<file path="src/rtl/mem_stage_pkg.sv">
// Shared types and field positions for the MEM stage controller and its MEM/WB register.
package mem_stage_pkg;

    typedef enum logic {
        ST_IDLE = 1'b0,
        ST_WAIT = 1'b1
    } state_e;

    // EX_MEM_MEM_signals = {MemWriteData[15:0], MemEnable, MemWrite}
    localparam int MEM_WRITE_BIT  = 0;
    localparam int MEM_ENABLE_BIT = 1;
    localparam int MEM_WDATA_LSB  = 2;
    localparam int MEM_WDATA_MSB  = 17;

    // WB_signals = {reg_rd[3:0], RegWrite, MemtoReg, HLT, PCS}
    localparam int WB_PCS_BIT      = 0;
    localparam int WB_HLT_BIT      = 1;
    localparam int WB_MEMTOREG_BIT = 2;
    localparam int WB_REGWRITE_BIT = 3;
    localparam int WB_RD_LSB       = 4;
    localparam int WB_RD_MSB       = 7;

    localparam logic [7:0] WB_BUBBLE = 8'h00;

endpackage

</file>
<file path="src/rtl/mem_wb_pipe_reg.sv">
// MEM/WB pipeline register: captures on wen, and on bubble clears only the write-back controls.
module mem_wb_pipe_reg
    import mem_stage_pkg::*;
(
    input  logic        clk,
    input  logic        rst,
    input  logic        wen,
    input  logic        bubble,
    input  logic [15:0] pc_next_i,
    input  logic [15:0] alu_out_i,
    input  logic [15:0] mem_data_i,
    input  logic [7:0]  wb_signals_i,
    output logic [15:0] pc_next_o,
    output logic [15:0] alu_out_o,
    output logic [15:0] mem_data_o,
    output logic [7:0]  wb_signals_o
);

    logic [15:0] pcNext_q;
    logic [15:0] aluOut_q;
    logic [15:0] memData_q;
    logic [7:0]  wbSignals_q;

    // A bubble keeps the data fields so only the control word marks the slot as empty.
    always_ff @(posedge clk or negedge rst) begin
        if (!rst) begin
            pcNext_q    <= '0;
            aluOut_q    <= '0;
            memData_q   <= '0;
            wbSignals_q <= '0;
        end else if (wen) begin
            if (bubble) begin
                wbSignals_q <= WB_BUBBLE;
            end else begin
                pcNext_q    <= pc_next_i;
                aluOut_q    <= alu_out_i;
                memData_q   <= mem_data_i;
                wbSignals_q <= wb_signals_i;
            end
        end
    end

    assign pc_next_o    = pcNext_q;
    assign alu_out_o    = aluOut_q;
    assign mem_data_o   = memData_q;
    assign wb_signals_o = wbSignals_q;

endmodule

</file>
<file path="src/rtl/mem_stage_ctrl.sv">
// MEM stage controller: issues data-memory accesses, stalls until ack, feeds MEM/WB.
// Optional watchdog abort is enabled with `define MEM_TIMEOUT_EN.
module mem_stage_ctrl
    import mem_stage_pkg::*;
#(
    parameter int TIMEOUT_CYCLES = 255
) (
    input  logic        clk,
    input  logic        rst,
    input  logic [15:0] EX_MEM_PC_next,
    input  logic [15:0] EX_MEM_ALU_out,
    input  logic [3:0]  EX_MEM_SrcReg2,
    input  logic [17:0] EX_MEM_MEM_signals,
    input  logic [7:0]  EX_MEM_WB_signals,
    output logic        dmem_req,
    output logic        dmem_we,
    output logic [15:0] dmem_addr,
    output logic [15:0] dmem_wdata,
    input  logic        dmem_ack,
    input  logic [15:0] dmem_rdata,
    output logic        mem_stall,
    output logic [15:0] MEM_WB_PC_next,
    output logic [15:0] MEM_WB_ALU_out,
    output logic [15:0] MEM_WB_MemData,
    output logic [7:0]  MEM_WB_WB_signals,
    output logic        mem_err
);

    state_e      state_q, state_d;
    logic [15:0] addr_q;
    logic        we_q;
    logic [15:0] wdata_q;

    logic        memEnable, memWrite, fwdHit;
    logic [15:0] storeData;
    logic        timeout, ackEff;
    logic [15:0] rdataEff, memDataIn;
    logic        reqC, weC;
    logic [15:0] addrC, wdataC;

    assign memEnable = EX_MEM_MEM_signals[MEM_ENABLE_BIT];
    assign memWrite  = EX_MEM_MEM_signals[MEM_WRITE_BIT];

    // Store data produced by a load still sitting in MEM/WB is forwarded around the register file.
    assign fwdHit = memWrite
                 && MEM_WB_WB_signals[WB_REGWRITE_BIT]
                 && MEM_WB_WB_signals[WB_MEMTOREG_BIT]
                 && (MEM_WB_WB_signals[WB_RD_MSB:WB_RD_LSB] == EX_MEM_SrcReg2)
                 && (EX_MEM_SrcReg2 != 4'd0);
    assign storeData = fwdHit ? MEM_WB_MemData : EX_MEM_MEM_signals[MEM_WDATA_MSB:MEM_WDATA_LSB];

`ifdef MEM_TIMEOUT_EN
    logic [7:0] cnt_q, cnt_d;
    logic       err_q, err_d;

    assign timeout = (state_q == ST_WAIT) && (cnt_q == 8'(TIMEOUT_CYCLES));

    always_comb begin
        cnt_d = cnt_q;
        err_d = err_q | timeout;
        if (state_q == ST_IDLE) begin
            cnt_d = 8'd0;
        end else if (!timeout) begin
            cnt_d = cnt_q + 8'd1;
        end
    end

    always_ff @(posedge clk or negedge rst) begin
        if (!rst) begin
            cnt_q <= 8'd0;
            err_q <= 1'b0;
        end else begin
            cnt_q <= cnt_d;
            err_q <= err_d;
        end
    end

    assign mem_err = err_q;
`else
    assign timeout = 1'b0;
    // The comparison is constant-false; it only keeps the watchdog parameter referenced.
    assign mem_err = (TIMEOUT_CYCLES < 0);
`endif

    assign ackEff   = dmem_ack | timeout;
    assign rdataEff = timeout ? 16'h0000 : dmem_rdata;

    // The MEM/WB bubble in WAIT would break the forwarding match, so WAIT replays the values latched at issue.
    always_comb begin
        state_d = state_q;
        reqC    = 1'b0;
        addrC   = EX_MEM_ALU_out;
        weC     = memWrite;
        wdataC  = storeData;
        case (state_q)
            ST_IDLE: begin
                if (memEnable) begin
                    reqC = 1'b1;
                    if (!ackEff) begin
                        state_d = ST_WAIT;
                    end
                end
            end
            ST_WAIT: begin
                reqC   = 1'b1;
                addrC  = addr_q;
                weC    = we_q;
                wdataC = wdata_q;
                if (ackEff) begin
                    state_d = ST_IDLE;
                end
            end
            default: state_d = ST_IDLE;
        endcase
        if (!rst) begin
            reqC   = 1'b0;
            addrC  = 16'h0000;
            weC    = 1'b0;
            wdataC = 16'h0000;
        end
    end

    always_ff @(posedge clk or negedge rst) begin
        if (!rst) begin
            state_q <= ST_IDLE;
            addr_q  <= 16'h0000;
            we_q    <= 1'b0;
            wdata_q <= 16'h0000;
        end else begin
            state_q <= state_d;
            if (state_q == ST_IDLE) begin
                addr_q  <= addrC;
                we_q    <= weC;
                wdata_q <= wdataC;
            end
        end
    end

    assign dmem_req   = reqC;
    assign dmem_we    = reqC & weC;
    assign dmem_addr  = addrC;
    assign dmem_wdata = wdataC;
    assign mem_stall  = reqC & ~ackEff;

    assign memDataIn = (memEnable && !memWrite) ? rdataEff : 16'h0000;

    mem_wb_pipe_reg u_mem_wb (
        .clk          (clk),
        .rst          (rst),
        .wen          (1'b1),
        .bubble       (mem_stall),
        .pc_next_i    (EX_MEM_PC_next),
        .alu_out_i    (EX_MEM_ALU_out),
        .mem_data_i   (memDataIn),
        .wb_signals_i (EX_MEM_WB_signals),
        .pc_next_o    (MEM_WB_PC_next),
        .alu_out_o    (MEM_WB_ALU_out),
        .mem_data_o   (MEM_WB_MemData),
        .wb_signals_o (MEM_WB_WB_signals)
    );

endmodule

</file>
<file path="config.mk">
export PLATFORM = sky130hd
export DESIGN_NAME = mem_stage_ctrl
export DESIGN_NICKNAME = d
export VERILOG_FILES = /design/src/rtl/mem_stage_pkg.sv /design/src/rtl/mem_wb_pipe_reg.sv /design/src/rtl/mem_stage_ctrl.sv
export SDC_FILE = /design/constraint.sdc
export NUM_CORES = 1
export LEC_CHECK = 0
export BUFFER_PORTS_ARGS = -buffer_cell sky130_fd_sc_hd__buf_4
export CORE_MARGIN = 2
export CORE_UTILIZATION = 35
export CTS_BUF_LIST = sky130_fd_sc_hd__clkbuf_16
export DETAILED_ROUTE_END_ITERATION = 8
export PLACE_DENSITY = 0.71
export SLEW_MARGIN = 20
export SYNTH_ARGS = -nofsm -noshare
export SYNTH_HDL_FRONTEND = slang
export SYNTH_SLANG_ARGS = --single-unit
</file>
<file path="constraint.sdc">
create_clock -name clk -period 2.5 [get_ports clk]
set_input_delay 0.125 -clock clk [delete_from_list [all_inputs] [get_ports clk]]
set_output_delay 0.125 -clock clk [all_outputs]
set_load 0.02 [all_outputs]
</file>
==> run summary <==
The flow ran to the end, and the final reports show no timing, DRC or antenna violations. The average cell area after synthesis is 10.5 sq um. Setup total negative slack on the finished layout was measured at 0 ns. At the pin with the least slew margin, the transition time is 1.02 ns. The cell count of the worst hold path is 2.

The count of vias placed by the detailed router came out at 3785. The post-CTS setup-driven buffer insertion count is 0. The routed wirelength normalized by instance count came out at 16.6 um. The total setup violations reported at the end of the flow came out at 0. The maximum frequency from static timing analysis is 436 MHz. The total power per unit cell area is 597 nW/um^2.

Summed over all layers, the global routing overflow is 0. The count of final hold-check violations is 0. At the end of the flow, the number of nets in the layout was 652. The clock net sink count is 90. The antenna diode count is 0. The delay of the slowest critical-path stage came out at 0.39 ns.

The post-CTS clock slew at the launch and capture registers of the worst setup and hold paths is 0.06 ns. Buffers placed on the I/O ports in this run total 171. The final-layout fill cell count is 1111. The area of placed instances came out at 5790 sq um. The area used by sequential logic in the layout is 2250 sq um. The total global routing track utilization came out at 18.6%. The critical path crosses 6 cells after its start point.

The detailed-routing iteration count for the pre-antenna-repair pass is 5. The number of buffers and inverters on the critical path is 2. The post-synthesis sequential area ratio came out at 51.7%.

The initial detailed-routing violation count is 409. The total routed wirelength came out at 12300 um. The top flip-flop cell by instance count after synthesis is dfrtp_1. The H-tree depth reported by CTS came out at 3.

Counting cells, the worst reg-to-reg path comes to 5. STA classifies the critical path startpoint as a flip-flop. The die footprint came out at 13400 sq um.

The data required time of the worst path is 2.38 ns. The launch point of the worst hold path is EX_MEM_WB_signals[1]. The post-layout instance area came out at 6100 sq um. The worst register-to-register path begins at u_mem_wb.wb_signals_o[5]$_DFF_PN0_. Of all cell types, the one taking the most synthesized area is dfrtp_1. In this design, the largest share of critical-path delay is due to buffers and inverters. The area of the multi-input gates came out at 1940 sq um. The number of antenna violations at the first check in global routing is 0. The endpoint identified for the worst register-to-register timing path is wdata_q[3]$_DFFE_PN0N_. The number of storage elements in the synthesis netlist is 90. The area added between synthesis and finish is 39.9%. The via density per instance is 5.09. The congestion estimate from routability-driven global placement came to 0.881. The die span in x is 116 um.

The worst setup path is of the flip-flop to output pin kind. Yosys mapped the design onto 26 distinct sky130hd cell types. For this design, the slowest cell found on the critical path is dfrtp_1.

After technology mapping, the gate count stands at 414. The path with the worst hold slack has its endpoint at u_mem_wb.wb_signals_o[1]$_DFF_PN0_. In this run the worst setup path begins at u_mem_wb.wb_signals_o[5]$_DFF_PN0_. Clock skew on the completed layout was measured at 0.00298 ns. The number of enable-type register cells in the synthesized netlist is 0.

In this run the worst hold path is classified as primary input to flip-flop. The number of nets handed over by synthesis was 495. The number of cell rows is 40. The first-pass GRT wire length is 19400 um. The tree is rooted in a clkbuf_16. Pin placement for this block handled 173 I/O pins. The effective utilization at floorplan is 36.1%. The largest fanout on the critical path is 32. The post-synth design cell area came out at 4360 sq um. Clock latency on the worst-skew pair, taken at its later pin, is 0.33 ns. The count of antenna-violating nets left after detailed routing came out at 0. The signal on the critical path passes through xor2_1 > nor4_4 > buf_6 > a211oi_1 > a211oi_1 > buf_4.

After legalization and detailed placement, the total HPWL measured 8710 um. STA classifies the critical path endpoint as an output pin. TritonCTS built the clock tree. The maximum number of pins on one net before global-route repair is 68.

The data arrival time of the critical path came out at 2.17 ns. The number of warnings reported in the yosys synthesis log came out at 0. The total DRC errors in the routed layout is 0. The die outline height came out at 116 um.

No sink is reached through more buffers than the 2 on the longest clock path. The number of buffers inserted during clock tree synthesis is 9. By instance count, the leading cell after synthesis is dfrtp_1. The final clock period utilization by the worst path came out at 91.8%. Across the run, the number of max-cap violations was 0. The count of final max-slew check failures is 0. The total area inside the core boundary comes to 12100 sq um.

IR analysis of the VDD net gives a maximum drop of 0.000264 V. The proportion of register bits with asynchronous set or reset after synthesis came out at 100%. Setup repair after global routing left no endpoint under its margin.

The share of cells above drive strength 1 came out at 40.1%. The commonest cells after synthesis are 90 x dfrtp_1, 49 x nand2_1, 32 x a211oi_1, 32 x mux2_2, 32 x o21ai_0. The final critical delay including setup and external delays came out at 2.30 ns. After synthesis, the largest area contributor takes up 51.7% of total cell area.

The register-to-register setup slack is 0.73 ns. The max-slew headroom at the worst pin came out at 31.8%. By area the synthesized netlist is led by dfrtp_1 52%, mux2_2 8.3%, a211oi_1 5.5%. The number of global-route vias before repair is 3720. The leakage power total came out at 2.84 nW. The cell that appears most often on the critical path is a211oi_1.
[cells in the final DEF (no fill, tap or decap)]
cell	instances
clkinvlp_4	1
nand2_1	49
buf_4	177
nor4_4	1
xor2_1	3
a221o_1	16
and2_0	1
mux2i_1	17
o21ai_0	32
buf_12	2
o21ai_1	1
o21ai_2	1
and2_1	16
nand3_1	1
or2_2	1
nor2b_1	25
clkinv_1	1
inv_1	4
buf_6	1
nor2b_4	1
dlygate4sd3_1	4
nor2_1	19
a211oi_1	32
dfrtp_1	89
conb_1	1
clkinv_2	2
clkbuf_16	9
a22o_1	17
nor3_1	1
nor2_4	1
mux2_2	32
dfrtp_2	1
inv_6	1
a21oi_1	16
[kinds of logic after synthesis]
group | after synthesis | share of synthesized area [%]
compound gates | 115 | 18.3
xor+xnor | 3 | 0.603
buf+inv | 40 | 4.10
flops | 90 | 51.7
mux | 49 | 12.2
other cells | 1 | 0.0860
simple gates | 116 | 13.0
[report_power, final]
group          switching [W]  internal, W
sequential         0.0000754      0.00157
combinational       0.000425     0.000369
clock               0.000544     0.000663
[layer usage]
layer | vias to the layer above | track usage (%) | part of all wire (%)
met2 | 110 | 28.8 | 50
met3 | 31 | 3.03 | 4.1
met5 | - | 0 | 0
li1 | 1788 | - | -
met4 | 0 | 8.92 | 3.3
met1 | 1856 | 25.5 | 43
[registers in the layout (all words and copies together), names as in the netlist]
register / cells
u_mem_wb.wb_signals_o: 8
u_mem_wb.mem_data_o: 16
u_mem_wb.alu_out_o: 16
state_q: 1
u_mem_wb.pc_next_o: 16
addr_q: 16
we_q: 1
wdata_q: 16
[repair_timing]
action	CTS	global route
endpoints found under the setup margin	0	1
resized for setup	0	1
hold endpoints to repair	16	0
hold buffers	4	0
[area by class of cell]
type | instances | area share [%]
flip-flops and latches | 90 | 37.0
clock inverters | 7 | 0.616
clock buffers | 9 | 3.69
repair buffers | 184 | 23.3
well taps | 168 | 3.45
inverters | 2 | 0.123
multi-input cells | 284 | 31.9
[worst max-delay path by stage]
stage and to:
2_1_floorplan dmem_wdata[5], 3_3_place_gp dmem_wdata[15], 3_5_place_dp dmem_wdata[15], 4_1_cts dmem_wdata[15], 5_1_grt dmem_wdata[15], 6_report dmem_wdata[15]
[per-stage QoR]
stage	instances	hold slack [ns]	util, %	setup WS [ns]	power [W]
CTS	744	0.000677	50.5	0.109	0.00369
floorplan	414	-0.171	-	0.511	0.00207
global route	744	0.0133	50.6	0.0553	0.00383
detailed placement	724	0.0576	48.0	0.476	0.00246
global placement	724	0.0457	48.0	0.534	0.00244
finish	744	0.0157	50.6	0.205	0.00364
Power figures use the tool's default switching activity.
